<file path="src/rtl/ps2_keycode_decoder.sv">
`default_nettype none
// ============================================================================
// Module   : ps2_keycode_decoder
// Purpose  : PS/2 device-to-host receiver. It conditions the raw clock and
//            data pins, frames 11-bit packets, strips the F0 (break) and E0
//            (extended) prefixes, and presents keycode/press/extended with a
//            code_valid strobe.
// Options  : PS2_PARITY_CHECK_EN - when defined, odd parity is enforced and
//            a byte that fails the check is reported on parity_err.
// Revision : 1.0 - initial release
// ============================================================================
module ps2_keycode_decoder #(
  parameter int FILTER_LEN     = 8,
  parameter int TIMEOUT_CYCLES = 50000
) (
  input  logic       Clk,
  input  logic       Reset_n,
  input  logic       ps2_clk,
  input  logic       ps2_data,
  output logic [7:0] keycode,
  output logic       press,
  output logic       extended,
  output logic       code_valid,
  output logic       frame_err,
  output logic       parity_err
);

  localparam int c_FILT_W = (FILTER_LEN > 1) ? $clog2(FILTER_LEN) : 1;
  localparam int c_TO_W   = $clog2(TIMEOUT_CYCLES + 1);
  localparam logic [c_FILT_W-1:0] c_FILT_LAST = c_FILT_W'(FILTER_LEN - 1);
  localparam logic [c_TO_W-1:0]   c_TO_LAST   = c_TO_W'(TIMEOUT_CYCLES - 1);

  typedef enum logic [1:0] {
    S_IDLE   = 2'd0,
    S_DATA   = 2'd1,
    S_PARITY = 2'd2,
    S_STOP   = 2'd3
  } state_t;

  logic                r_clk_s1, r_clk_s2;
  logic                r_data_s1, r_data_s2;
  logic                r_clk_filt;
  logic [c_FILT_W-1:0] r_filt_cnt;
  logic                w_filt_flip;
  logic                w_fe;

  state_t              r_state;
  logic [2:0]          r_bitcnt;
  logic [7:0]          r_shift;
  logic [c_TO_W-1:0]   r_to_cnt;
  logic                r_byte_rdy;
  logic                r_frame_err;
  logic                r_brk_pend;
  logic                r_ext_pend;
`ifdef PS2_PARITY_CHECK_EN
  logic                r_parity_bit;
  logic                r_parity_err;
`endif

  // Two-flop synchronizers; idle PS/2 lines are high, so reset to 1 to avoid a false edge
  always_ff @(posedge Clk or negedge Reset_n) begin
    if (!Reset_n) begin
      r_clk_s1  <= 1'b1;
      r_clk_s2  <= 1'b1;
      r_data_s1 <= 1'b1;
      r_data_s2 <= 1'b1;
    end else begin
      r_clk_s1  <= ps2_clk;
      r_clk_s2  <= r_clk_s1;
      r_data_s1 <= ps2_data;
      r_data_s2 <= r_data_s1;
    end
  end

  // The filtered clock flips once FILTER_LEN consecutive samples disagree with it
  assign w_filt_flip = (r_clk_s2 != r_clk_filt) && (r_filt_cnt == c_FILT_LAST);
  assign w_fe        = w_filt_flip && r_clk_filt;

  // Glitch filter on the synchronized PS/2 clock
  always_ff @(posedge Clk or negedge Reset_n) begin
    if (!Reset_n) begin
      r_clk_filt <= 1'b1;
      r_filt_cnt <= '0;
    end else if (r_clk_s2 == r_clk_filt) begin
      r_filt_cnt <= '0;
    end else if (w_filt_flip) begin
      r_clk_filt <= r_clk_s2;
      r_filt_cnt <= '0;
    end else begin
      r_filt_cnt <= r_filt_cnt + 1'b1;
    end
  end

  // Frame FSM: advances on filtered falling edges, abandons a stalled frame on timeout.
  // A falling edge takes priority over the timeout in the same cycle.
  always_ff @(posedge Clk or negedge Reset_n) begin
    if (!Reset_n) begin
      r_state      <= S_IDLE;
      r_bitcnt     <= '0;
      r_shift      <= '0;
      r_to_cnt     <= '0;
      r_byte_rdy   <= 1'b0;
      r_frame_err  <= 1'b0;
`ifdef PS2_PARITY_CHECK_EN
      r_parity_bit <= 1'b0;
      r_parity_err <= 1'b0;
`endif
    end else begin
      r_byte_rdy  <= 1'b0;
      r_frame_err <= 1'b0;
`ifdef PS2_PARITY_CHECK_EN
      r_parity_err <= 1'b0;
`endif
      if (w_fe) begin
        r_to_cnt <= '0;
        case (r_state)
          S_IDLE: begin
            // A high start bit is line noise, not a frame
            if (!r_data_s2) begin
              r_state  <= S_DATA;
              r_bitcnt <= '0;
            end
          end
          S_DATA: begin
            r_shift  <= {r_data_s2, r_shift[7:1]};
            r_bitcnt <= r_bitcnt + 1'b1;
            if (r_bitcnt == 3'd7) r_state <= S_PARITY;
          end
          S_PARITY: begin
`ifdef PS2_PARITY_CHECK_EN
            r_parity_bit <= r_data_s2;
`endif
            r_state <= S_STOP;
          end
          S_STOP: begin
            r_state <= S_IDLE;
            if (!r_data_s2) r_frame_err <= 1'b1;
`ifdef PS2_PARITY_CHECK_EN
            else if (!(r_parity_bit ^ (^r_shift))) r_parity_err <= 1'b1;
`endif
            else r_byte_rdy <= 1'b1;
          end
          default: r_state <= S_IDLE;
        endcase
      end else if (r_state == S_IDLE) begin
        r_to_cnt <= '0;
      end else if (r_to_cnt == c_TO_LAST) begin
        r_to_cnt    <= '0;
        r_state     <= S_IDLE;
        r_frame_err <= 1'b1;
      end else begin
        r_to_cnt <= r_to_cnt + 1'b1;
      end
    end
  end

  // Byte decoder: prefixes set pending flags, any other byte publishes a key event
  always_ff @(posedge Clk or negedge Reset_n) begin
    if (!Reset_n) begin
      keycode    <= '0;
      press      <= 1'b0;
      extended   <= 1'b0;
      code_valid <= 1'b0;
      r_brk_pend <= 1'b0;
      r_ext_pend <= 1'b0;
    end else begin
      code_valid <= 1'b0;
      if (r_byte_rdy) begin
        if (r_shift == 8'hE0) begin
          r_ext_pend <= 1'b1;
        end else if (r_shift == 8'hF0) begin
          r_brk_pend <= 1'b1;
        end else begin
          keycode    <= r_shift;
          press      <= ~r_brk_pend;
          extended   <= r_ext_pend;
          code_valid <= 1'b1;
          r_brk_pend <= 1'b0;
          r_ext_pend <= 1'b0;
        end
      end
    end
  end

  assign frame_err = r_frame_err;
`ifdef PS2_PARITY_CHECK_EN
  assign parity_err = r_parity_err;
`else
  assign parity_err = 1'b0;
`endif

endmodule
`default_nettype wire

</file>
<file path="config.mk">
export PLATFORM = sky130hd
export DESIGN_NAME = ps2_keycode_decoder
export DESIGN_NICKNAME = d
export VERILOG_FILES = /design/src/rtl/ps2_keycode_decoder.sv
export SDC_FILE = /design/constraint.sdc
export NUM_CORES = 1
export LEC_CHECK = 0
export BUFFER_PORTS_ARGS = -buffer_cell sky130_fd_sc_hd__buf_2
export CORE_MARGIN = 2
export CORE_UTILIZATION = 50
export CTS_CLUSTER_DIAMETER = 50
export CTS_CLUSTER_SIZE = 20
export DETAILED_ROUTE_END_ITERATION = 10
export PLACE_DENSITY = 0.68
export SYNTH_ARGS = -nofsm -noshare
export SYNTH_HDL_FRONTEND = slang
export SYNTH_SLANG_ARGS = --single-unit
</file>
<file path="constraint.sdc">
create_clock -name Clk -period 2.3 [get_ports Clk]
set_input_delay 0.345 -clock Clk [delete_from_list [all_inputs] [get_ports Clk]]
set_output_delay 0.345 -clock Clk [all_outputs]
set_load 0.02 [all_outputs]
</file>
Word level (Yosys, flattened, before mapping)
Index checks and enable logic that the tools add are counted.

$add $sub $neg: 3. Equality and inequality tests: 14. Muxes and demuxes: 27. Bitwise gates (word level): 4. Reductions and logical operators: 12.

Operators with widths (number): 16-bit two-way mux (3); 16-bit by 1-bit adder with 16-bit output, second input constant (1); 16-bit equality test, second input constant (1); 8-bit equality test, second input constant (2); 1-bit two-way mux (14); 2-bit two-way mux (5); 3-bit two-way mux (3); 2-bit case mux with 4 select lines (1); 2-bit AND reduction (4); 3-bit by 1-bit adder with 3-bit output, second input constant (2); 3-bit equality test, second input constant (2); 2-bit inequality test, second input constant (3); 3-bit case mux with 2 select lines (1); 3-bit AND reduction (2); 2-bit equality test, second input constant (2); 1-bit NOT (4); 4-bit AND reduction (1); 2-bit nonzero test (2); 3-bit inequality test, second input constant (1); 2-bit by 1-bit equality test with 1-bit output, second input constant (1); 1-bit logical AND (2); 2-bit zero test (1); 1-bit equality test (1); 1-bit inequality test (1).

Bits in registers: 52. Bits of input ports: 4.

Depth between registers and ports, before layout
Depth after elaboration: 5. Gate-level depth with buffers: 8. Gate-level depth less buffers: 6.

Worst setup path before layout
OpenSTA, ideal clock, no wires.

Path type: register to register. Start: reg r_filt_cnt[0]. End: reg r_shift[0]. Arrival: 1.692 ns. Setup slack: 0.483 ns. Cell stages (with the launch flop): 7. Path buffers: 1. Cells stage by stage: dfrtp_1 -> ha_1 -> ha_1 -> and3b_1 -> clkbuf_1 -> nand2_1 -> mux2_2.

Word-level cells in the longest chain between the ends: 4.

Ends and longest elaborated chain: from (decl) (RTL line 43) `logic [c_FILT_W-1:0] r_filt_cnt;`; from (signal assigned) (RTL line 90) `r_filt_cnt <= r_filt_cnt + 1'b1;`; 3-bit equality test (RTL line 76) `assign w_filt_flip = (r_clk_s2 != r_clk_filt) && (r_filt_cnt == c_FILT_LAST);`; 1-bit logical AND (RTL line 76); 1-bit logical AND (RTL line 77) `assign w_fe = w_filt_flip && r_clk_filt;`; 2-bit AND reduction (no line); to (signal assigned) (RTL line 125) `r_shift <= {r_data_s2, r_shift[7:1]};`; to (decl) (RTL line 49) `logic [7:0] r_shift;`.

No other way between the ends. A chain may end at the register's enable or synchronous reset.

Worst setup path in the final report
Start: reg r_filt_cnt[0]. End: reg r_shift[7].

Same word-level chain as after synthesis.

==> out/metrics.yaml <==
io_pins: 17
hp-class: "in -> reg"
period_needed_ps: 1906
grt_remaining_overflow: 0
slew_headroom: 0.5818
drc: 0
wire_per_inst_um: 13.92
dp_hpwl_um: 2618
globalplace.congestion: 0.8017
die_w_um: 71.32
path_max_fanout: 10
outcome: "completed"
start_util: 0.5204
fin_hold_ws_ps: 129.5
final_common_cell: "dfrtp_1"
cp_common_cell: "ha_1"
die_area_um2: 5087
die_y_um: 71.32
synth_warnings: 0
io_buffers: 15
cts_made_buffers: 5
antenna_found_initial: 0
cts_hold_buf: 0
synth_xor_area_frac: 0.05025
yosysSeqAreaShare: 0.5770
syn2layout_area_growth_pct: 12.70
finClkSkew_ps: 8.578
synth_area_leaders: "dfrtp_1 (52%), mux2_2 (7.5%), dfstp_2 (5.8%)"
coreArea_um2: 4354
layout_common_cells: "dfrtp_1 (47), nor2_1 (20), mux2_2 (15), buf_2 (15), nand2_1 (14)"
grt_pass1_wl_um: 6506
insertion_delay_ps: 300
synth_cell_type_count: 38
slowest_delay_ps: 400
drt-total-wl_um: 3675
max_freq_ghz: 0.5248
worst-path-buf-inv: 0
cts.sinks: 52
grt_pass1_vias: 1423
rsz0062_at_grt: "false"
synth_top_family_by_area: "simple AND/OR/NAND/NOR gates"
regArea_um2: 1308
diodes: 0
dr.first_iter.drc_count: 75
tns_ps: 0
post_cts_resized: 0
cts_buffer_depth: 2
endpoint_kind: "flip-flop"
ant_nets: 0
setup_violations: 0
critPathKind: "reg -> reg"
peakVddDrop_v: 0.0003768
synth_seq_cells: 52
cts_max_level: 2
nNetsFinal: 225
avgSynthCellArea_um2: 11.80
syn-num-nets: 206
synthCells: 192
muxShareOfSynthArea: 0.07896
cts_setup_buffers: 0
cp.arrival_ps: 2090
timing_worst_slew_pin_value_ps: 627.3
cp_top_family: "simple AND/OR/NAND/NOR gates"
path_clk_slew_ps: 90
start_kind: "flip-flop"
synth_top_cell_by_area: "dfrtp_1"
drtPass1Iterations: 4
root_buffer: "clkbuf_8"
synth_adder_area_share: 0.05522
multi_input_area_um2: 905.9
finalHoldViolCount: 0
via_per_inst: 5.383
worstPathCellList: "ha_1 -> ha_1 -> and3b_1 -> nand2_1 -> mux2_2"
synth_compound_area_frac: 0.05356
netlist.area_leader.share: 0.5191
cp.required_ps: 2490
yosys.area_share.simple: 0.1601
drive_gt1_frac: 0.2311
max_cap_viol_count: 0
pwr_density_cell_nw_per_um2: 737.0
synth.cell_area_um2: 2266
cp_slowest_cell: "dfrtp_1"
grt_max_degree: 53
rows: 24
cts_tree: "yes"
finalCritPeriodShare: 0.8286
via_count: 1421
power.static_leakage_nw: 1.175
grt_use_total: 0.1629
drv_slew: 0
fillers: 350
-- logic make-up after synthesis --
| group | after synthesis |
|---|---|
| muxes | 16 |
| DFF | 52 |
| and+or+nand+nor | 68 |
| other | 1 |
| buffers and inverters | 13 |
| xor gates and xnor gates | 13 |
| AOI/OAI and AO/OA | 19 |
| adders and majority gates | 10 |
-- registers in the layout, indices dropped and copies added (netlist names), 2 cells and up --
| register | cells |
|---|---|
| r_shift | 8 |
| r_filt_cnt | 3 |
| r_state | 2 |
| r_bitcnt | 3 |
| keycode | 8 |
| r_to_cnt | 16 |
-- where the power goes --
part | internal (W) | total, W | switching, W
logic | 0.0000339 | 0.0000782 | 0.0000443
clock network | 0.000543 | 0.000833 | 0.000290
registers | 0.000953 | 0.000971 | 0.0000174
total | 0.00153 | 0.00188 | 0.000351
-- through the flow --
| step | instances | cell area [um2] | util | power [W] | setup WS [ps] |
|---|---|---|---|---|---|
| final | 264 | 2554 | 0.5865 | 0.001882 | 394.3 |
| after CTS | 264 | 2554 | 0.5865 | 0.001903 | 386.9 |
| after global routing | 264 | 2554 | 0.5865 | 0.001971 | 198.7 |
| after global placement | 256 | 2395 | 0.5500 | 0.001063 | 476.1 |
| after floorplan | 192 | 2266 | - | 0.001034 | 483.1 |
| after detailed placement | 256 | 2395 | 0.5500 | 0.001071 | 410.1 |
-- cell usage after synthesis (all sizes together) --
| cell | count |
|---|---|
| clkbuf | 3 |
| a221oi | 1 |
| nand2b | 1 |
| and2 | 3 |
| nand3b | 2 |
| nor3 | 4 |
| and4b | 1 |
| nor4 | 5 |
| and3b | 1 |
| conb | 1 |
| nor2b | 1 |
| o22ai | 2 |
| dfrtp | 47 |
| nand3 | 5 |
| mux2i | 1 |
| nor4bb | 1 |
| o21a | 1 |
| or2 | 1 |
| a32o | 2 |
| nor2 | 20 |
| o31ai | 2 |
| dfstp | 5 |
| o211ai | 1 |
| or3 | 2 |
| mux2 | 15 |
| buf | 1 |
| nand4 | 3 |
| ha | 10 |
| a21oi | 6 |
| o21ai | 4 |
| xor2 | 1 |
| and3 | 3 |
| inv | 9 |
| or4 | 1 |
| nand2 | 14 |
| xnor2 | 12 |
-- metal layers --
metal	track usage	vias up	wire length [um]
met5	0	-	0
met4	0.06918	0	48
met3	0.03376	4	135
met2	0.2706	29	1861
met1	0.2079	694	1630
li1	-	694	-
-- final timing paths --
kind	start	endpoint	slack, ps	cells past startpoint
worst max register to register	r_filt_cnt[0]$_DFF_PN0_	r_shift[7]$_DFFE_PN0P_	390	5
worst min register to register	r_clk_s1$_DFF_PN1_	r_clk_s2$_DFF_PN1_	360	0
worst min-delay path	ps2_clk	r_clk_s1$_DFF_PN1_	130	1
worst max-delay path	r_filt_cnt[0]$_DFF_PN0_	r_shift[7]$_DFFE_PN0P_	390	5
min in group asynchronous	Reset_n	keycode[0]$_DFFE_PN0P_	140	2
max in group asynchronous	Reset_n	r_to_cnt[1]$_DFF_PN0_	1730	2
-- area by class of cell --
type | count | area share
Inverter | 9 | 0.01323
Sequential cell | 52 | 0.5120
Clock inverter | 3 | 0.03528
Tap cell | 52 | 0.02548
Timing Repair Buffer | 16 | 0.03234
Multi-Input combinational cell | 127 | 0.3547
Clock buffer | 5 | 0.02695
Power figures use the tool's default switching activity.
